## src/rtl/uart_pkg.sv

```systemverilog
// Shared register map, STATUS/CTRL bit positions and FSM encodings for the UART controller.
package uart_pkg;

    localparam logic [1:0] ADDR_DATA   = 2'd0;
    localparam logic [1:0] ADDR_STATUS = 2'd1;
    localparam logic [1:0] ADDR_CTRL   = 2'd2;

    localparam int ST_TX_FULL    = 0;
    localparam int ST_TX_EMPTY   = 1;
    localparam int ST_RX_FULL    = 2;
    localparam int ST_RX_EMPTY   = 3;
    localparam int ST_RX_OVERRUN = 4;
    localparam int ST_TX_ACTIVE  = 5;

    localparam int CT_ENABLE  = 0;
    localparam int CT_RX_IE   = 1;
    localparam int CT_TX_IE   = 2;
    localparam int CT_CLR_OVR = 3;

    typedef enum logic [1:0] {
        TX_IDLE,
        TX_LOAD,
        TX_WAIT
    } tx_state_t;

    typedef enum logic [1:0] {
        SER_IDLE,
        SER_START,
        SER_DATA,
        SER_STOP
    } ser_state_t;

endpackage

```

## src/rtl/sync_fifo.sv

```systemverilog
// Single-clock FIFO with a show-ahead head word; push on full succeeds only with a same-cycle pop.
// Pointers wrap modulo DEPTH (power of two); a separate count tracks occupancy.
module sync_fifo #(
    parameter int WIDTH = 8,
    parameter int DEPTH = 4
) (
    input  logic             clk,
    input  logic             rst,
    input  logic             push,
    input  logic             pop,
    input  logic [WIDTH-1:0] din,
    output logic [WIDTH-1:0] dout,
    output logic             full,
    output logic             empty
);
    localparam int AW = $clog2(DEPTH);

    logic [WIDTH-1:0] mem [DEPTH];
    logic [AW-1:0]    wr_ptr;
    logic [AW-1:0]    rd_ptr;
    logic [AW:0]      count;
    logic             do_push;
    logic             do_pop;

    assign empty   = (count == '0);
    assign full    = (count == (AW+1)'(DEPTH));
    assign do_pop  = pop && !empty;
    assign do_push = push && (!full || do_pop);
    assign dout    = mem[rd_ptr];

    always_ff @(posedge clk) begin
        if (rst) begin
            wr_ptr <= '0;
            rd_ptr <= '0;
            count  <= '0;
        end else begin
            if (do_push) wr_ptr <= wr_ptr + AW'(1);
            if (do_pop)  rd_ptr <= rd_ptr + AW'(1);
            count <= count + (AW+1)'(do_push) - (AW+1)'(do_pop);
        end
    end

    always_ff @(posedge clk) begin
        if (do_push) mem[wr_ptr] <= din;
    end

endmodule

```

## src/rtl/uart.sv

```systemverilog
// 8N1 serial transmitter/receiver; one transmit byte accepted per we while idle, rx_done pulses per good frame.
// en gates only the start of new frames; frames already in flight always complete.
module uart
    import uart_pkg::*;
#(
    parameter int MAIN_FREQUENCY = 100000000,
    parameter int BAUD           = 115200
) (
    input  logic       clk,
    input  logic       rst,
    input  logic       en,
    input  logic [7:0] data_in,
    input  logic       we,
    output logic       tx_busy,
    output logic       tx_done,
    output logic       tx,
    input  logic       rx,
    output logic [7:0] data_out,
    output logic       rx_done
);
    localparam int CLKS = MAIN_FREQUENCY / BAUD;
    localparam int CW   = (CLKS > 2) ? $clog2(CLKS) : 1;
    localparam logic [CW-1:0] LAST = CW'(CLKS - 1);
    localparam logic [CW-1:0] HALF = CW'(CLKS / 2 - 1);

    ser_state_t    tx_state, tx_state_n;
    logic [CW-1:0] tx_cnt, tx_cnt_n;
    logic [2:0]    tx_bit, tx_bit_n;
    logic [7:0]    tx_shift, tx_shift_n;
    logic          tx_line, tx_line_n;

    ser_state_t    rx_state, rx_state_n;
    logic [CW-1:0] rx_cnt, rx_cnt_n;
    logic [2:0]    rx_bit, rx_bit_n;
    logic [7:0]    rx_shift, rx_shift_n;
    logic          rx_meta, rx_sync;

    assign tx       = tx_line;
    assign tx_busy  = (tx_state != SER_IDLE);
    assign data_out = rx_shift;

    always_ff @(posedge clk) begin
        if (rst) begin
            tx_state <= SER_IDLE;
            tx_cnt   <= '0;
            tx_bit   <= '0;
            tx_shift <= '0;
            tx_line  <= 1'b1;
            rx_state <= SER_IDLE;
            rx_cnt   <= '0;
            rx_bit   <= '0;
            rx_shift <= '0;
            rx_meta  <= 1'b1;
            rx_sync  <= 1'b1;
        end else begin
            tx_state <= tx_state_n;
            tx_cnt   <= tx_cnt_n;
            tx_bit   <= tx_bit_n;
            tx_shift <= tx_shift_n;
            tx_line  <= tx_line_n;
            rx_state <= rx_state_n;
            rx_cnt   <= rx_cnt_n;
            rx_bit   <= rx_bit_n;
            rx_shift <= rx_shift_n;
            rx_meta  <= rx;
            rx_sync  <= rx_meta;
        end
    end

    // tx_line is registered, so each bit holds for exactly CLKS cycles.
    always_comb begin
        tx_state_n = tx_state;
        tx_cnt_n   = tx_cnt;
        tx_bit_n   = tx_bit;
        tx_shift_n = tx_shift;
        tx_line_n  = tx_line;
        tx_done    = 1'b0;
        case (tx_state)
            SER_IDLE: begin
                tx_line_n = 1'b1;
                if (en && we) begin
                    tx_shift_n = data_in;
                    tx_cnt_n   = '0;
                    tx_line_n  = 1'b0;
                    tx_state_n = SER_START;
                end
            end
            SER_START: begin
                if (tx_cnt == LAST) begin
                    tx_cnt_n   = '0;
                    tx_bit_n   = '0;
                    tx_line_n  = tx_shift[0];
                    tx_state_n = SER_DATA;
                end else begin
                    tx_cnt_n = tx_cnt + CW'(1);
                end
            end
            SER_DATA: begin
                if (tx_cnt == LAST) begin
                    tx_cnt_n = '0;
                    if (tx_bit == 3'd7) begin
                        tx_line_n  = 1'b1;
                        tx_state_n = SER_STOP;
                    end else begin
                        tx_bit_n   = tx_bit + 3'd1;
                        tx_shift_n = {1'b0, tx_shift[7:1]};
                        tx_line_n  = tx_shift[1];
                    end
                end else begin
                    tx_cnt_n = tx_cnt + CW'(1);
                end
            end
            default: begin
                if (tx_cnt == LAST) begin
                    tx_cnt_n   = '0;
                    tx_done    = 1'b1;
                    tx_state_n = SER_IDLE;
                end else begin
                    tx_cnt_n = tx_cnt + CW'(1);
                end
            end
        endcase
    end

    // Start bit is re-checked at mid-bit so glitches are rejected; later samples land mid-bit.
    always_comb begin
        rx_state_n = rx_state;
        rx_cnt_n   = rx_cnt;
        rx_bit_n   = rx_bit;
        rx_shift_n = rx_shift;
        rx_done    = 1'b0;
        case (rx_state)
            SER_IDLE: begin
                if (en && !rx_sync) begin
                    rx_cnt_n   = '0;
                    rx_state_n = SER_START;
                end
            end
            SER_START: begin
                if (rx_cnt == HALF) begin
                    rx_cnt_n   = '0;
                    rx_bit_n   = '0;
                    rx_state_n = rx_sync ? SER_IDLE : SER_DATA;
                end else begin
                    rx_cnt_n = rx_cnt + CW'(1);
                end
            end
            SER_DATA: begin
                if (rx_cnt == LAST) begin
                    rx_cnt_n   = '0;
                    rx_shift_n = {rx_sync, rx_shift[7:1]};
                    if (rx_bit == 3'd7) rx_state_n = SER_STOP;
                    else                rx_bit_n   = rx_bit + 3'd1;
                end else begin
                    rx_cnt_n = rx_cnt + CW'(1);
                end
            end
            default: begin
                if (rx_cnt == LAST) begin
                    rx_cnt_n   = '0;
                    rx_done    = rx_sync;
                    rx_state_n = SER_IDLE;
                end else begin
                    rx_cnt_n = rx_cnt + CW'(1);
                end
            end
        endcase
    end

endmodule

```

## src/rtl/uart_ctrl.sv

```systemverilog
// Register-mapped UART controller: TX/RX FIFOs around the serial core, DATA/STATUS/CTRL registers, level irq.
// rdata is valid the cycle after rd; full-FIFO writes and full-FIFO receives are dropped, never stalled.
module uart_ctrl
    import uart_pkg::*;
#(
    parameter int MAIN_FREQUENCY = 100000000,
    parameter int BAUD           = 115200,
    parameter int FIFO_DEPTH     = 4
) (
    input  logic       clk,
    input  logic       rst,
    input  logic       rx,
    output logic       tx,
    input  logic [1:0] addr,
    input  logic       wr,
    input  logic       rd,
    input  logic [7:0] wdata,
    output logic [7:0] rdata,
    output logic       irq
);
    tx_state_t  tx_state, tx_state_n;
    logic       enable, rx_ie, tx_ie, rx_overrun;
    logic [7:0] tx_head, rx_head, uart_dout, status;
    logic       tx_full, tx_empty, rx_full, rx_empty;
    logic       tx_push, tx_pop, rx_pop;
    logic       uart_we, uart_busy, uart_done, uart_rx_done;
    logic       ctrl_wr;

    assign tx_push = wr && (addr == ADDR_DATA);
    assign rx_pop  = rd && (addr == ADDR_DATA);
    assign ctrl_wr = wr && (addr == ADDR_CTRL);
    assign irq     = (rx_ie && !rx_empty) || (tx_ie && tx_empty);

    sync_fifo #(.WIDTH(8), .DEPTH(FIFO_DEPTH)) u_tx_fifo (
        .clk   (clk),
        .rst   (rst),
        .push  (tx_push),
        .pop   (tx_pop),
        .din   (wdata),
        .dout  (tx_head),
        .full  (tx_full),
        .empty (tx_empty)
    );

    sync_fifo #(.WIDTH(8), .DEPTH(FIFO_DEPTH)) u_rx_fifo (
        .clk   (clk),
        .rst   (rst),
        .push  (uart_rx_done),
        .pop   (rx_pop),
        .din   (uart_dout),
        .dout  (rx_head),
        .full  (rx_full),
        .empty (rx_empty)
    );

    uart #(.MAIN_FREQUENCY(MAIN_FREQUENCY), .BAUD(BAUD)) u_uart (
        .clk      (clk),
        .rst      (rst),
        .en       (enable),
        .data_in  (tx_head),
        .we       (uart_we),
        .tx_busy  (uart_busy),
        .tx_done  (uart_done),
        .tx       (tx),
        .rx       (rx),
        .data_out (uart_dout),
        .rx_done  (uart_rx_done)
    );

    always_ff @(posedge clk) begin
        if (rst) tx_state <= TX_IDLE;
        else     tx_state <= tx_state_n;
    end

    // The head byte is only popped once the core has latched it (tx_busy seen).
    always_comb begin
        tx_state_n = tx_state;
        uart_we    = 1'b0;
        tx_pop     = 1'b0;
        case (tx_state)
            TX_IDLE: if (enable && !tx_empty) tx_state_n = TX_LOAD;
            TX_LOAD: begin
                uart_we = 1'b1;
                if (uart_busy) begin
                    tx_pop     = 1'b1;
                    tx_state_n = TX_WAIT;
                end
            end
            TX_WAIT: if (uart_done) tx_state_n = TX_IDLE;
            default: tx_state_n = TX_IDLE;
        endcase
    end

    always_comb begin
        status                = '0;
        status[ST_TX_FULL]    = tx_full;
        status[ST_TX_EMPTY]   = tx_empty;
        status[ST_RX_FULL]    = rx_full;
        status[ST_RX_EMPTY]   = rx_empty;
        status[ST_RX_OVERRUN] = rx_overrun;
        status[ST_TX_ACTIVE]  = (tx_state != TX_IDLE);
    end

    always_ff @(posedge clk) begin
        if (rst) begin
            enable     <= 1'b0;
            rx_ie      <= 1'b0;
            tx_ie      <= 1'b0;
            rx_overrun <= 1'b0;
            rdata      <= '0;
        end else begin
            if (ctrl_wr) begin
                enable <= wdata[CT_ENABLE];
                rx_ie  <= wdata[CT_RX_IE];
                tx_ie  <= wdata[CT_TX_IE];
            end
            // A same-cycle DATA read frees a slot, so the incoming byte is not lost then.
            if (uart_rx_done && rx_full && !rx_pop)  rx_overrun <= 1'b1;
            else if (ctrl_wr && wdata[CT_CLR_OVR])    rx_overrun <= 1'b0;
            if (rd) begin
                case (addr)
                    ADDR_DATA:   rdata <= rx_empty ? 8'h00 : rx_head;
                    ADDR_STATUS: rdata <= status;
                    ADDR_CTRL:   rdata <= {5'b0, tx_ie, rx_ie, enable};
                    default:     rdata <= 8'h00;
                endcase
            end
        end
    end

endmodule

```

## config.mk

```make
export PLATFORM = sky130hd
export DESIGN_NAME = uart_ctrl
export DESIGN_NICKNAME = d
export VERILOG_FILES = /design/src/rtl/uart_pkg.sv /design/src/rtl/sync_fifo.sv /design/src/rtl/uart.sv /design/src/rtl/uart_ctrl.sv
export SDC_FILE = /design/constraint.sdc
export NUM_CORES = 1
export LEC_CHECK = 0
export ABC_AREA = 1
export CORE_ASPECT_RATIO = 0.8
export CORE_MARGIN = 2
export CORE_UTILIZATION = 45
export DETAILED_ROUTE_END_ITERATION = 7
export MAX_ROUTING_LAYER = met4
export PLACE_DENSITY = 0.72
export SKIP_LAST_GASP = 1
export SLEW_MARGIN = 20
export SYNTH_ARGS = -nofsm -noshare
export SYNTH_HDL_FRONTEND = slang
export SYNTH_SLANG_ARGS = --single-unit
```

## constraint.sdc

```tcl
create_clock -name clk -period 4.2 [get_ports clk]
set_clock_uncertainty 0.15 [all_clocks]
set_input_delay 0.84 -clock clk [delete_from_list [all_inputs] [get_ports clk]]
set_output_delay 0.84 -clock clk [all_outputs]
set_load 0.05 [all_outputs]
```

==> report_table.html, run 1 <==
<table>
<tr><th>Metric</th><th>Value</th></tr>
<tr><th colspan="2">STA</th></tr>
<tr><td>Final min period</td><td>3.13 ns</td></tr>
<tr><td>Total count of max-transition violations in the final report</td><td>0</td></tr>
<tr><td>Final worst-path cycle share</td><td>0.746</td></tr>
<tr><td>Slew headroom</td><td>0.535</td></tr>
<tr><td>Slew at the pin closest to its max-slew limit</td><td>0.696 ns</td></tr>
<tr><td>Fin Hold WS</td><td>0.295 ns</td></tr>
<tr><td>Final hold violation count</td><td>0</td></tr>
<tr><td>Setup tns final</td><td>0 ns</td></tr>
<tr><td>Achievable clock frequency</td><td>319 MHz</td></tr>
<tr><td>Number of setup violations in the final report</td><td>0</td></tr>
<tr><td>RSZ-0062 raised after global routing</td><td>no</td></tr>
<tr><td>Smallest setup slack after layout</td><td>1.07 ns</td></tr>
<tr><th colspan="2">Setup path</th></tr>
<tr><td>Cell family with most CP delay</td><td>buffers and inverters</td></tr>
<tr><td>Slowest cell on the critical path</td><td>sky130_fd_sc_hd__clkdlybuf4s50_1</td></tr>
<tr><td>Critical Path, Cell by Cell</td><td>nor3_2 -&gt; nand2_1 -&gt; o21ai_0 -&gt; clkdlybuf4s50_1</td></tr>
<tr><td>Critical path buffers and inverters</td><td>1</td></tr>
<tr><td>Worst EP arrival</td><td>2.14 ns</td></tr>
<tr><td>Critical-path maximum fanout</td><td>4</td></tr>
<tr><td>WS Path Type</td><td>register to output port</td></tr>
<tr><td>Type of element launching the critical path</td><td>register</td></tr>
<tr><td>CP max stage delay</td><td>0.83 ns</td></tr>
<tr><td>Required time of the worst setup path</td><td>3.21 ns</td></tr>
<tr><td>Nature of the critical path endpoint</td><td>output port</td></tr>
<tr><th colspan="2">Power</th></tr>
<tr><td>NetSw</td><td>1000 uW</td></tr>
<tr><td>PD cells</td><td>475 nW/um^2</td></tr>
<tr><td>Sequential share of power</td><td>0.444</td></tr>
<tr><td>Cell-internal power</td><td>2540 uW</td></tr>
<tr><td>Clock network fraction of design power</td><td>0.404</td></tr>
<tr><td>Total power of the final layout</td><td>3540 uW</td></tr>
<tr><td>Peak supply drop</td><td>0.348 mV</td></tr>
<tr><td>Logic pwr share</td><td>0.152</td></tr>
<tr><td>Switch share</td><td>0.283</td></tr>
<tr><td>Leakage power</td><td>0.00286 uW</td></tr>
<tr><th colspan="2">Floorplan</th></tr>
<tr><td>Placeable Area</td><td>14,200 sq um</td></tr>
<tr><td>Horiz. Die Dim</td><td>138 microns</td></tr>
<tr><td>Initial Utilization</td><td>0.457</td></tr>
<tr><td>Row count</td><td>39</td></tr>
<tr><td>Die H</td><td>111 microns</td></tr>
<tr><td>Number of placed I/O pins</td><td>25</td></tr>
<tr><td>Overall die area</td><td>15,400 sq um</td></tr>
<tr><th colspan="2">Drt</th></tr>
<tr><td>Final ANT Viol Nets</td><td>0</td></tr>
<tr><td>Total Wirelength</td><td>12.6 mm</td></tr>
<tr><td>Pre-Repair DR Iteration Count</td><td>6</td></tr>
<tr><td>DRC viols</td><td>0</td></tr>
<tr><td>Initial DRC Count</td><td>315</td></tr>
<tr><td>Average wire per standard cell</td><td>13.4 microns</td></tr>
<tr><td>Total vias in the final route</td><td>4,668</td></tr>
<tr><td>Number of vias per cell</td><td>4.97</td></tr>
<tr><th colspan="2">Clock network</th></tr>
<tr><td>Number of gates given a new drive strength after cts</td><td>0</td></tr>
<tr><td>Maximum clock insertion buffer count</td><td>2</td></tr>
<tr><td>Number of hold-repair buffers added at the cts stage</td><td>0</td></tr>
<tr><td>Number of post-CTS setup repair buffers</td><td>0</td></tr>
<tr><td>Clock tree from TritonCTS</td><td>yes</td></tr>
<tr><td>Number of sinks on the clock net</td><td>145</td></tr>
<tr><td>Cell chosen for the clock root</td><td>sky130_fd_sc_hd__clkbuf_16</td></tr>
<tr><td>Number of buffers created by CTS</td><td>17</td></tr>
<tr><td>H-tree levels</td><td>4</td></tr>
<tr><td>Source-to-sink clock delay at the later pin of the worst-skew pair</td><td>0.42 ns</td></tr>
<tr><td>Worst-path clk slew</td><td>0.07 ns</td></tr>
<tr><th colspan="2">Yosys</th></tr>
<tr><td>Summed instance area of the synthesized netlist</td><td>6500 sq um</td></tr>
<tr><td>Synthesized netlist cell count</td><td>715</td></tr>
<tr><td>Post-synth EDFFs</td><td>64</td></tr>
<tr><td>Net count after synthesis</td><td>755</td></tr>
<tr><td>Share of the yosys chip area belonging to registers</td><td>0.545</td></tr>
<tr><td>Share of the synthesized area in the top cell type</td><td>0.296</td></tr>
<tr><td>Synth async-reset ratio</td><td>0</td></tr>
<tr><td>Number of synthesis warnings</td><td>0</td></tr>
<tr><td>Count of state elements after synthesis</td><td>145</td></tr>
<tr><td>Most numerous cell types in the synthesized netlist</td><td>117 x sky130_fd_sc_hd__nor2_1, 92 x sky130_fd_sc_hd__nand2_1, 82 x sky130_fd_sc_hd__inv_1, 81 x sky130_fd_sc_hd__dfxtp_1</td></tr>
<tr><td>Biggest area consumer among synthesized cells</td><td>sky130_fd_sc_hd__edfxtp_1</td></tr>
<tr><td>Ranking of synthesized cells by area</td><td>sky130_fd_sc_hd__edfxtp_1 30%, sky130_fd_sc_hd__dfxtp_1 25%, sky130_fd_sc_hd__nor2_1 6.8%</td></tr>
<tr><td>Avg Synthesized Cell Area</td><td>9.09 sq um</td></tr>
<tr><td>Unique cell type count in the Yosys netlist</td><td>48</td></tr>
<tr><td>Most common cell in the synthesized netlist</td><td>sky130_fd_sc_hd__nor2_1</td></tr>
<tr><td>Synth Flop Type</td><td>sky130_fd_sc_hd__dfxtp_1</td></tr>
<tr><th colspan="2">Layout</th></tr>
<tr><td>Register cell area after layout</td><td>3540 sq um</td></tr>
<tr><td>Fillers</td><td>1,269</td></tr>
<tr><td>Count of inserted antenna diode cells</td><td>0</td></tr>
<tr><td>Fraction of layout instances using a drive strength above 1</td><td>0.101</td></tr>
<tr><td>Growth of design area from synthesis to finish</td><td>14.6%</td></tr>
<tr><td>Final design area excluding fillers</td><td>7440 sq um</td></tr>
<tr><td>Nets</td><td>782</td></tr>
<tr><td>Multi-input logic area</td><td>2520 sq um</td></tr>
<tr><th colspan="2">Worst hold path</th></tr>
<tr><td>Tightest Hold Check Type</td><td>register to register</td></tr>
<tr><th colspan="2">Placement</th></tr>
<tr><td>Hpwl dp</td><td>8.44 mm</td></tr>
<tr><td>Dpl ws</td><td>0.980 ns</td></tr>
<tr><td>Area after DPL</td><td>6880 sq um</td></tr>
<tr><td>Port-buffer cells</td><td>24</td></tr>
<tr><td>Gp weighted congestion</td><td>0.810</td></tr>
<tr><th colspan="2">Global route</th></tr>
<tr><td>First-pass GRT wire length</td><td>21.3 mm</td></tr>
<tr><td>Number of antenna violations at the first check in global routing</td><td>0</td></tr>
<tr><td>GRT overflow</td><td>0</td></tr>
<tr><td>Pin count of the biggest net entering global routing</td><td>32</td></tr>
<tr><td>Number of global-route vias before repair</td><td>4,493</td></tr>
<tr><td>All-Layer GR Usage</td><td>0.175</td></tr>
<tr><th colspan="2">Status</th></tr>
<tr><td>Run status</td><td>complete, no violations</td></tr>
<tr><th colspan="2">Run</th></tr>
<tr><td>Number of maximum-capacitance constraint violations</td><td>0</td></tr>
</table>
power by group through the flow:
stage / Clock [uW] / Combinational, uW / Sequential, uW
after CTS: 1440 / 534 / 1570
after global placement: 0 / 525 / 1600
after floorplan: 0 / 416 / 1600
after detailed placement: 0 / 528 / 1600
final: 1430 / 538 / 1570
after global routing: 1510 / 612 / 1580
sequential cells by signal, indices dropped and copies added, names as in the netlist, 2 cells and up, named ones only:
signal,flops
u_tx_fifo.rd_ptr,2
tx_state,2
u_rx_fifo.rd_ptr,2
u_uart.rx_state,2
u_uart.rx_bit,3
u_uart.tx_cnt,10
u_uart.tx_state,2
u_tx_fifo.count,3
u_tx_fifo.mem,32
u_rx_fifo.count,3
u_uart.tx_bit,3
u_uart.tx_shift,8
rdata,8
u_rx_fifo.mem,32
u_rx_fifo.wr_ptr,2
u_uart.rx_cnt,10
u_tx_fifo.wr_ptr,2
u_uart.data_out,8
cells in the final DEF, fill, tap and decap left out, drive strengths merged, types with 2 or more instances in the layout:
master and n:
nor2 127, nand2 99, inv 92, dfxtp 81
o21ai 78, edfxtp 64, a21oi 52, nand3 30
clkdlybuf4s50 24, ha 23, clkbuf 18, o22ai 8
clkinv 7, nor3 7, xor2 6, nand4 5
o32ai 5, or2 5, xnor2 3, clkinvlp 3
and3 2, o21bai 2, fa 2, buf 2
stage by stage:
stage | std cells | utilization
final | 939 | 0.524
after global routing | 939 | 0.524
after CTS | 939 | 0.524
after detailed placement | 907 | 0.485
after global placement | 907 | 0.485
after floorplan | 715 | -
worst reg2reg max path: cells and delay by family, from the launching register on:
kind	cells	cell delay, ns
fa+ha+maj	4	0.98
buf+inv	3	0.28
simple gates	3	0.41
flops	1	0.38
xor+xnor	1	0.20
path summary, 6_finish.rpt:
kind,start,endpoint,slack [ns],depth (start not counted)
worst max-delay path,u_tx_fifo.count[1],irq,1.07,4
worst min-delay path,u_uart.rx_meta,u_uart.rx_sync,0.30,1
worst max register to register,u_uart.tx_state[1],u_tx_fifo.count[2],1.68,11
worst min register to register,u_uart.rx_meta,u_uart.rx_sync,0.30,1
layer usage:
metal / GRT usage / wire [microns] / vias up
li1: - / - / 2422
met1: 0.228 / 6130 / 2155
met2: 0.273 / 5850 / 84
met3: 0.0443 / 529 / 7
met4: 0.0497 / 96 / 0
met5: - / 0 / -
final cells by class:
class / count / area share
timing repair buffer: 26 / 0.0343
tap: 184 / 0.0309
sequential: 145 / 0.476
inverter: 89 / 0.0450
multi-input combinational: 463 / 0.338
clock buffer: 18 / 0.0577
clock inverter: 14 / 0.0177
cell families (layout without fill, tap and decap cells):
family / after synthesis / count (layout) / share of synthesized area
compound gates: 152 / 152 / 0.133
xor+xnor: 9 / 9 / 0.0121
fa+ha+maj: 25 / 25 / 0.0505
buf+inv: 107 / 147 / 0.0668
flops: 145 / 145 / 0.545
simple gates: 277 / 277 / 0.192
No activity file was read; power rests on OpenSTA's default activity.
==> run 2, diff against run 1 <==
- clock period: 4.2 -> 2.97 ns (I/O delays scaled with it)
==> run 2 against run 1 <==
- critical path depth is the same
- setup slack lost 0.88 ns
- wire length is 2.7% lower
- non-clock buffer count increased by 13
- count of clock-buffer cells in the layout unchanged
- design area rose by 1.5%
- via count is 0.86% lower
- hold slack worse by 0.016 ns
- flip-flop and latch count unchanged
- largest cell class unchanged
==> report_table.html, run 2 (synthesis gave the netlist of run 1 again) <==
<table>
<tr><th>Metric</th><th>Value</th></tr>
<tr><th colspan="2">Layout</th></tr>
<tr><td>Fillers</td><td>1,244 (-2.0%)</td></tr>
<tr><td>Largest registers</td><td>u_rx_fifo.mem x32, u_tx_fifo.mem x32</td></tr>
<tr><td>Fraction of layout instances using a drive strength above 1</td><td>0.116 (+0.0152)</td></tr>
<tr><td>Most used cells in the layout excluding fill and tap cells</td><td>117 x sky130_fd_sc_hd__nor2_1, 92 x sky130_fd_sc_hd__nand2_1, 82 x sky130_fd_sc_hd__inv_1, 81 x sky130_fd_sc_hd__dfxtp_1</td></tr>
<tr><td>Growth of design area from synthesis to finish</td><td>16.3%</td></tr>
<tr><td>Nets</td><td>795 (+1.7%)</td></tr>
<tr><td>Count of inserted antenna diode cells</td><td>0 (unchanged)</td></tr>
<tr><td>Commonest non-fill, non-tap cell in the layout</td><td>sky130_fd_sc_hd__nor2_1</td></tr>
<tr><th colspan="2">STA</th></tr>
<tr><td>RSZ-0062 raised after global routing</td><td>no</td></tr>
<tr><td>Fin Hold WS</td><td>0.279 ns (-0.0163 ns)</td></tr>
<tr><td>Final min period</td><td>2.79 ns</td></tr>
<tr><td>Number of setup violations in the final report</td><td>0 (unchanged)</td></tr>
<tr><td>Slew at the pin closest to its max-slew limit</td><td>0.643 ns (-0.0525 ns)</td></tr>
<tr><td>Setup tns final</td><td>0 ns (unchanged)</td></tr>
<tr><td>Achievable clock frequency</td><td>359 MHz</td></tr>
<tr><td>Final worst-path cycle share</td><td>0.938</td></tr>
<tr><td>Total count of max-transition violations in the final report</td><td>0 (unchanged)</td></tr>
<tr><td>Final hold violation count</td><td>0 (unchanged)</td></tr>
<tr><td>Slew headroom</td><td>0.570 (+0.0353)</td></tr>
<tr><th colspan="2">Drt</th></tr>
<tr><td>Initial DRC Count</td><td>364 (+16%)</td></tr>
<tr><td>Total Wirelength</td><td>12.3 mm (-2.7%)</td></tr>
<tr><td>Pre-Repair DR Iteration Count</td><td>4 (-2)</td></tr>
<tr><td>Average wire per standard cell</td><td>12.9 microns (-4.1%)</td></tr>
<tr><td>Number of vias per cell</td><td>4.86 (-2.2%)</td></tr>
<tr><td>Final ANT Viol Nets</td><td>0 (unchanged)</td></tr>
<tr><td>Total vias in the final route</td><td>4,628 (-0.86%)</td></tr>
<tr><td>DRC viols</td><td>0 (unchanged)</td></tr>
<tr><th colspan="2">Clock network</th></tr>
<tr><td>H-tree levels</td><td>4 (unchanged)</td></tr>
<tr><td>Number of buffers created by CTS</td><td>17 (unchanged)</td></tr>
<tr><td>Number of gates given a new drive strength after cts</td><td>0 (unchanged)</td></tr>
<tr><td>Clock tree from TritonCTS</td><td>yes</td></tr>
<tr><td>Source-to-sink clock delay at the later pin of the worst-skew pair</td><td>0.42 ns (about the same)</td></tr>
<tr><td>Maximum clock insertion buffer count</td><td>2 (unchanged)</td></tr>
<tr><td>Number of hold-repair buffers added at the cts stage</td><td>0 (unchanged)</td></tr>
<tr><td>Number of sinks on the clock net</td><td>145 (unchanged)</td></tr>
<tr><td>Worst-path clk slew</td><td>0.06 ns (about the same)</td></tr>
<tr><td>Cell chosen for the clock root</td><td>sky130_fd_sc_hd__clkbuf_16</td></tr>
<tr><td>Number of post-CTS setup repair buffers</td><td>0 (unchanged)</td></tr>
<tr><th colspan="2">Floorplan</th></tr>
<tr><td>Initial Utilization</td><td>0.457 (unchanged)</td></tr>
<tr><td>Placeable Area</td><td>14,200 sq um (unchanged)</td></tr>
<tr><td>Row count</td><td>39 (unchanged)</td></tr>
<tr><td>Horiz. Die Dim</td><td>138 microns (unchanged)</td></tr>
<tr><td>Overall die area</td><td>15,400 sq um (unchanged)</td></tr>
<tr><td>Die H</td><td>111 microns (unchanged)</td></tr>
<tr><td>Number of placed I/O pins</td><td>25 (unchanged)</td></tr>
<tr><th colspan="2">Power</th></tr>
<tr><td>PD cells</td><td>669 nW/um^2 (+41%)</td></tr>
<tr><td>Peak supply drop</td><td>0.532 mV (+53%)</td></tr>
<tr><td>Sequential share of power</td><td>0.438 (-0.006)</td></tr>
<tr><td>Switch share</td><td>0.287 (+0.00368)</td></tr>
<tr><td>Clock network fraction of design power</td><td>0.410 (+0.006)</td></tr>
<tr><td>Logic pwr share</td><td>0.151 (about the same)</td></tr>
<tr><td>NetSw</td><td>1450 uW (+45%)</td></tr>
<tr><td>Cell-internal power</td><td>3600 uW (+42%)</td></tr>
<tr><td>Leakage power</td><td>0.00293 uW (+2.4%)</td></tr>
<tr><th colspan="2">Setup path</th></tr>
<tr><td>Required time of the worst setup path</td><td>2.23 ns (-0.98 ns)</td></tr>
<tr><td>Flop2flop setup slack</td><td>0.51 ns (-1.17 ns)</td></tr>
<tr><td>Worst flop-to-flop path startpoint</td><td>u_uart.tx_state[0]</td></tr>
<tr><td>R2R cell count</td><td>11 (unchanged)</td></tr>
<tr><td>WS Path Type</td><td>register to output port</td></tr>
<tr><td>Nature of the critical path endpoint</td><td>output port</td></tr>
<tr><td>Type of element launching the critical path</td><td>register</td></tr>
<tr><td>Critical-path maximum fanout</td><td>4 (unchanged)</td></tr>
<tr><td>Capture instance of the worst register-to-register path</td><td>u_tx_fifo.count[2]</td></tr>
<tr><td>Worst EP arrival</td><td>2.04 ns (-0.10 ns)</td></tr>
<tr><th colspan="2">Worst hold path</th></tr>
<tr><td>Worst hold endpoint</td><td>u_uart.rx_sync</td></tr>
<tr><td>Tightest Hold Check Type</td><td>register to register</td></tr>
<tr><td>WHS Path Cells</td><td>1 (unchanged)</td></tr>
<tr><td>Launch point of the worst hold path</td><td>u_uart.rx_meta</td></tr>
<tr><th colspan="2">Placement</th></tr>
<tr><td>Gp weighted congestion</td><td>0.800 (-1.2%)</td></tr>
<tr><td>Port-buffer cells</td><td>24 (unchanged)</td></tr>
<tr><td>Hpwl dp</td><td>8.24 mm (-2.4%)</td></tr>
<tr><th colspan="2">Status</th></tr>
<tr><td>Run status</td><td>complete, no violations</td></tr>
<tr><th colspan="2">Global route</th></tr>
<tr><td>Number of antenna violations at the first check in global routing</td><td>0 (unchanged)</td></tr>
<tr><td>Pin count of the biggest net entering global routing</td><td>40 (+25%)</td></tr>
<tr><td>GRT overflow</td><td>0 (unchanged)</td></tr>
<tr><td>Number of global-route vias before repair</td><td>4,470 (-0.51%)</td></tr>
<tr><td>First-pass GRT wire length</td><td>21.1 mm (-0.75%)</td></tr>
<tr><td>All-Layer GR Usage</td><td>0.174 (-0.000542)</td></tr>
<tr><th colspan="2">Run</th></tr>
<tr><td>Number of maximum-capacitance constraint violations</td><td>0 (unchanged)</td></tr>
</table>
## run 2: cell types whose count changed in the layout (fill, tap and decap cells not counted), sizes merged
cell | previous run | this run
inv | 92 | 96
clkinv | 7 | 3
buf | 2 | 15
## run 2: layout make-up
cell class / instances / area, sq um / share of cell area
flip-flops and latches: 145 / 3540 / 0.469
multi-input cells: 463 / 2520 / 0.333
clock buffers: 18 / 429 / 0.0568
repair buffers: 39 / 353 / 0.0467
inverters: 89 / 335 / 0.0444
well taps: 184 / 230 / 0.0305
clock inverters: 14 / 143 / 0.0189
## run 2: worst max-delay path by stage
stage / start / to / slack (ns) / depth (start not counted)
after floorplan: u_rx_fifo.count[1] / irq / 0.63 / 2
after global placement: addr[1] / u_rx_fifo.count[2] / 0.19 / 11
after detailed placement: addr[1] / u_rx_fifo.count[2] / 0.17 / 11
after CTS: u_rx_fifo.count[1] / irq / 0.15 / 4
after global routing: u_rx_fifo.count[1] / irq / 0.1 / 4
final: u_rx_fifo.count[1] / irq / 0.18 / 4
## run 2: power groups by stage
stage | logic, uW | clock network, uW | registers [uW]
floorplan | 588 | 0 | 2260
global placement | 742 | 0 | 2260
detailed placement | 762 | 0 | 2260
CTS | 765 | 2110 | 2210
global route | 887 | 2200 | 2220
finish | 764 | 2070 | 2210
## run 2: per-layer routing
| metal | GRT usage | up-vias | part of all wire |
|---|---|---|---|
| met5 | - | - | 0 |
| met4 | 0.0605 | 0 | 0.011 |
| met3 | 0.0413 | 15 | 0.035 |
| met2 | 0.264 | 57 | 0.45 |
| met1 | 0.232 | 2101 | 0.50 |
| li1 | - | 2455 | - |
## run 2: per-stage QoR
| stage | power, uW | util | instances | setup WS, ns | area, sq um |
|---|---|---|---|---|---|
| floorplan | 2850 | - | 715 | 0.626 | 6500 |
| global placement | 3000 | 0.492 | 920 | 0.186 | 6980 |
| detailed placement | 3020 | 0.492 | 920 | 0.166 | 6980 |
| CTS | 5080 | 0.532 | 952 | 0.146 | 7550 |
| global route | 5320 | 0.532 | 952 | 0.0962 | 7550 |
| finish | 5050 | 0.532 | 952 | 0.184 | 7550 |
## run 2: worst max-delay path, stage by stage, from the launching register on
cell,delay [ns]
sky130_fd_sc_hd__dfxtp_1,0.43
sky130_fd_sc_hd__nor3_2,0.08
sky130_fd_sc_hd__buf_4,0.15
sky130_fd_sc_hd__o21ai_0,0.14
sky130_fd_sc_hd__clkdlybuf4s50_1,0.82
==> run 3, diff against run 2 <==
- CORE_UTILIZATION: 45 -> 35
- PLACE_DENSITY: 0.72 -> 0.61
==> run 3 against run 2 <==
- utilization shrank 11 points
- hold slack lost 0.0040 ns
- register-to-register slack gained 0.05 ns
- final cell count grew 4.8%
- count of clock-buffer cells in the layout is the same
- critical path depth shrank 1
- setup slack gained 0.022 ns
==> report_table.html, run 3 (synthesis gave the netlist of run 1 again) <==
<table>
<tr><th>Metric</th><th>Value</th></tr>
<tr><th colspan="2">Status</th></tr>
<tr><td>Run status</td><td>complete, no violations</td></tr>
<tr><th colspan="2">Clock network</th></tr>
<tr><td>Number of buffers created by CTS</td><td>17 (unchanged)</td></tr>
<tr><td>Number of sinks on the clock net</td><td>145 (unchanged)</td></tr>
<tr><td>Number of post-CTS setup repair buffers</td><td>0 (unchanged)</td></tr>
<tr><td>Number of gates given a new drive strength after cts</td><td>0 (unchanged)</td></tr>
<tr><td>Number of hold-repair buffers added at the cts stage</td><td>0 (unchanged)</td></tr>
<tr><td>Maximum clock insertion buffer count</td><td>2 (unchanged)</td></tr>
<tr><td>Clock tree from TritonCTS</td><td>yes</td></tr>
<tr><td>Source-to-sink clock delay at the later pin of the worst-skew pair</td><td>0.42 ns (about the same)</td></tr>
<tr><td>Worst-path clk slew</td><td>0.06 ns (about the same)</td></tr>
<tr><td>Cell chosen for the clock root</td><td>sky130_fd_sc_hd__clkbuf_16</td></tr>
<tr><td>H-tree levels</td><td>4 (unchanged)</td></tr>
<tr><th colspan="2">Power</th></tr>
<tr><td>Peak supply drop</td><td>0.377 mV (-29%)</td></tr>
<tr><td>Logic pwr share</td><td>0.150 (about the same)</td></tr>
<tr><td>Clock network fraction of design power</td><td>0.412 (+0.002)</td></tr>
<tr><td>NetSw</td><td>1460 uW (+1.2%)</td></tr>
<tr><td>Leakage power</td><td>0.00293 uW (+0.22%)</td></tr>
<tr><td>Cell-internal power</td><td>3610 uW (about the same)</td></tr>
<tr><td>Switch share</td><td>0.289 (+0.00221)</td></tr>
<tr><td>PD cells</td><td>666 nW/um^2 (-0.43%)</td></tr>
<tr><td>Sequential share of power</td><td>0.437 (about the same)</td></tr>
<tr><th colspan="2">Floorplan</th></tr>
<tr><td>Die H</td><td>126 microns (+13%)</td></tr>
<tr><td>Horiz. Die Dim</td><td>156 microns (+13%)</td></tr>
<tr><td>Row count</td><td>44 (+13%)</td></tr>
<tr><td>Overall die area</td><td>19,700 sq um (+28%)</td></tr>
<tr><td>Number of placed I/O pins</td><td>25 (unchanged)</td></tr>
<tr><td>Placeable Area</td><td>18,200 sq um (+28%)</td></tr>
<tr><td>Initial Utilization</td><td>0.358 (-0.0999)</td></tr>
<tr><th colspan="2">Layout</th></tr>
<tr><td>Growth of design area from synthesis to finish</td><td>17.2%</td></tr>
<tr><td>Fraction of layout instances using a drive strength above 1</td><td>0.116 (unchanged)</td></tr>
<tr><td>Largest registers</td><td>u_rx_fifo.mem x32, u_tx_fifo.mem x32</td></tr>
<tr><td>Most used cells in the layout excluding fill and tap cells</td><td>117 x sky130_fd_sc_hd__nor2_1, 92 x sky130_fd_sc_hd__nand2_1, 82 x sky130_fd_sc_hd__inv_1, 81 x sky130_fd_sc_hd__dfxtp_1</td></tr>
<tr><td>Count of inserted antenna diode cells</td><td>0 (unchanged)</td></tr>
<tr><td>Nets</td><td>795 (unchanged)</td></tr>
<tr><td>Fraction of the core area covered by cells at the end of the flow</td><td>0.419 (-0.113)</td></tr>
<tr><td>Commonest non-fill, non-tap cell in the layout</td><td>sky130_fd_sc_hd__nor2_1</td></tr>
<tr><th colspan="2">Setup path</th></tr>
<tr><td>Nature of the critical path endpoint</td><td>output port</td></tr>
<tr><td>WS Path Type</td><td>register to output port</td></tr>
<tr><td>Worst EP arrival</td><td>2.02 ns (-0.02 ns)</td></tr>
<tr><td>Critical-path maximum fanout</td><td>4 (unchanged)</td></tr>
<tr><td>Type of element launching the critical path</td><td>register</td></tr>
<tr><td>Required time of the worst setup path</td><td>2.23 ns (about the same)</td></tr>
<tr><th colspan="2">Drt</th></tr>
<tr><td>Initial DRC Count</td><td>266 (-27%)</td></tr>
<tr><td>Total vias in the final route</td><td>4,605 (-0.50%)</td></tr>
<tr><td>Total Wirelength</td><td>12.8 mm (+4.3%)</td></tr>
<tr><td>Average wire per standard cell</td><td>12.8 microns (-0.49%)</td></tr>
<tr><td>Pre-Repair DR Iteration Count</td><td>5 (+1)</td></tr>
<tr><td>Final ANT Viol Nets</td><td>0 (unchanged)</td></tr>
<tr><td>DRC viols</td><td>0 (unchanged)</td></tr>
<tr><td>Number of vias per cell</td><td>4.61 (-5.1%)</td></tr>
<tr><th colspan="2">Placement</th></tr>
<tr><td>Gp weighted congestion</td><td>0.788 (-1.6%)</td></tr>
<tr><td>Port-buffer cells</td><td>24 (unchanged)</td></tr>
<tr><td>Hpwl dp</td><td>8.59 mm (+4.2%)</td></tr>
<tr><th colspan="2">STA</th></tr>
<tr><td>Setup tns final</td><td>0 ns (unchanged)</td></tr>
<tr><td>Number of setup violations in the final report</td><td>0 (unchanged)</td></tr>
<tr><td>RSZ-0062 raised after global routing</td><td>no</td></tr>
<tr><td>Slew at the pin closest to its max-slew limit</td><td>0.646 ns (+0.00277 ns)</td></tr>
<tr><td>Final min period</td><td>2.76 ns (-0.0222 ns)</td></tr>
<tr><td>Total count of max-transition violations in the final report</td><td>0 (unchanged)</td></tr>
<tr><td>Final hold violation count</td><td>0 (unchanged)</td></tr>
<tr><td>Slew headroom</td><td>0.568 (-0.00185)</td></tr>
<tr><td>Achievable clock frequency</td><td>362 MHz (+0.80%)</td></tr>
<tr><td>Final worst-path cycle share</td><td>0.930 (-0.00746)</td></tr>
<tr><th colspan="2">Global route</th></tr>
<tr><td>All-Layer GR Usage</td><td>0.140 (-0.0348)</td></tr>
<tr><td>GRT overflow</td><td>0 (unchanged)</td></tr>
<tr><td>Number of global-route vias before repair</td><td>4,314 (-3.5%)</td></tr>
<tr><td>Pin count of the biggest net entering global routing</td><td>40 (unchanged)</td></tr>
<tr><td>First-pass GRT wire length</td><td>21.1 mm (+0.13%)</td></tr>
<tr><td>Number of antenna violations at the first check in global routing</td><td>0 (unchanged)</td></tr>
<tr><th colspan="2">Worst hold path</th></tr>
<tr><td>Tightest Hold Check Type</td><td>register to register</td></tr>
<tr><th colspan="2">Run</th></tr>
<tr><td>Number of maximum-capacitance constraint violations</td><td>0 (unchanged)</td></tr>
</table>
-- run 3: final timing paths --
path | slack (ns) | endpoint | startpoint | cells after the start
worst max-delay path | 0.21 | irq | u_rx_fifo.count[1] | 3
worst min-delay path | 0.27 | u_uart.rx_sync | u_uart.rx_meta | 1
worst max register to register | 0.56 | u_tx_fifo.count[1] | u_uart.tx_state[1] | 11
worst min register to register | 0.27 | u_uart.rx_sync | u_uart.rx_meta | 1
-- run 3: per-stage QoR --
stage	setup slack, ns	cells	instance area (sq um)	hold WS (ns)	total power, uW
floorplan	0.626	715	6500	0.239	2850
global placement	0.178	966	7040	0.255	3010
detailed placement	0.168	966	7040	0.263	3030
CTS	0.176	998	7610	0.277	5130
global route	0.115	998	7610	0.279	5330
finish	0.207	998	7610	0.275	5070
-- run 3: worst max-delay path, cell delays in order, from the launching register on --
cell and delay [ns]:
sky130_fd_sc_hd__dfxtp_1 0.37, sky130_fd_sc_hd__nor3_2 0.38, sky130_fd_sc_hd__o21ai_0 0.14, sky130_fd_sc_hd__clkdlybuf4s50_1 0.72
-- run 3: per-layer routing --
metal / up-vias / global-route usage / part of all wire
li1: 2457 / - / -
met5: - / - / 0
met2: 67 / 0.201 / 0.43
met1: 2070 / 0.193 / 0.53
met4: 0 / 0.0453 / 0.0089
met3: 11 / 0.0341 / 0.034
-- run 3: power groups by stage --
stage | combinational [uW] | clock [uW] | sequential, uW
after floorplan | 588 | 0 | 2260
after global placement | 757 | 0 | 2260
after detailed placement | 767 | 0 | 2260
after CTS | 770 | 2140 | 2220
after global routing | 881 | 2220 | 2230
final | 762 | 2090 | 2220
-- run 3: final cells by class --
type,count,area [sq um]
multi-input cells,463,2520
repair buffers,39,353
clock inverters,14,146
inverters,89,335
well taps,230,288
clock buffers,18,429
fillers,1786,10600
flip-flops and latches,145,3540
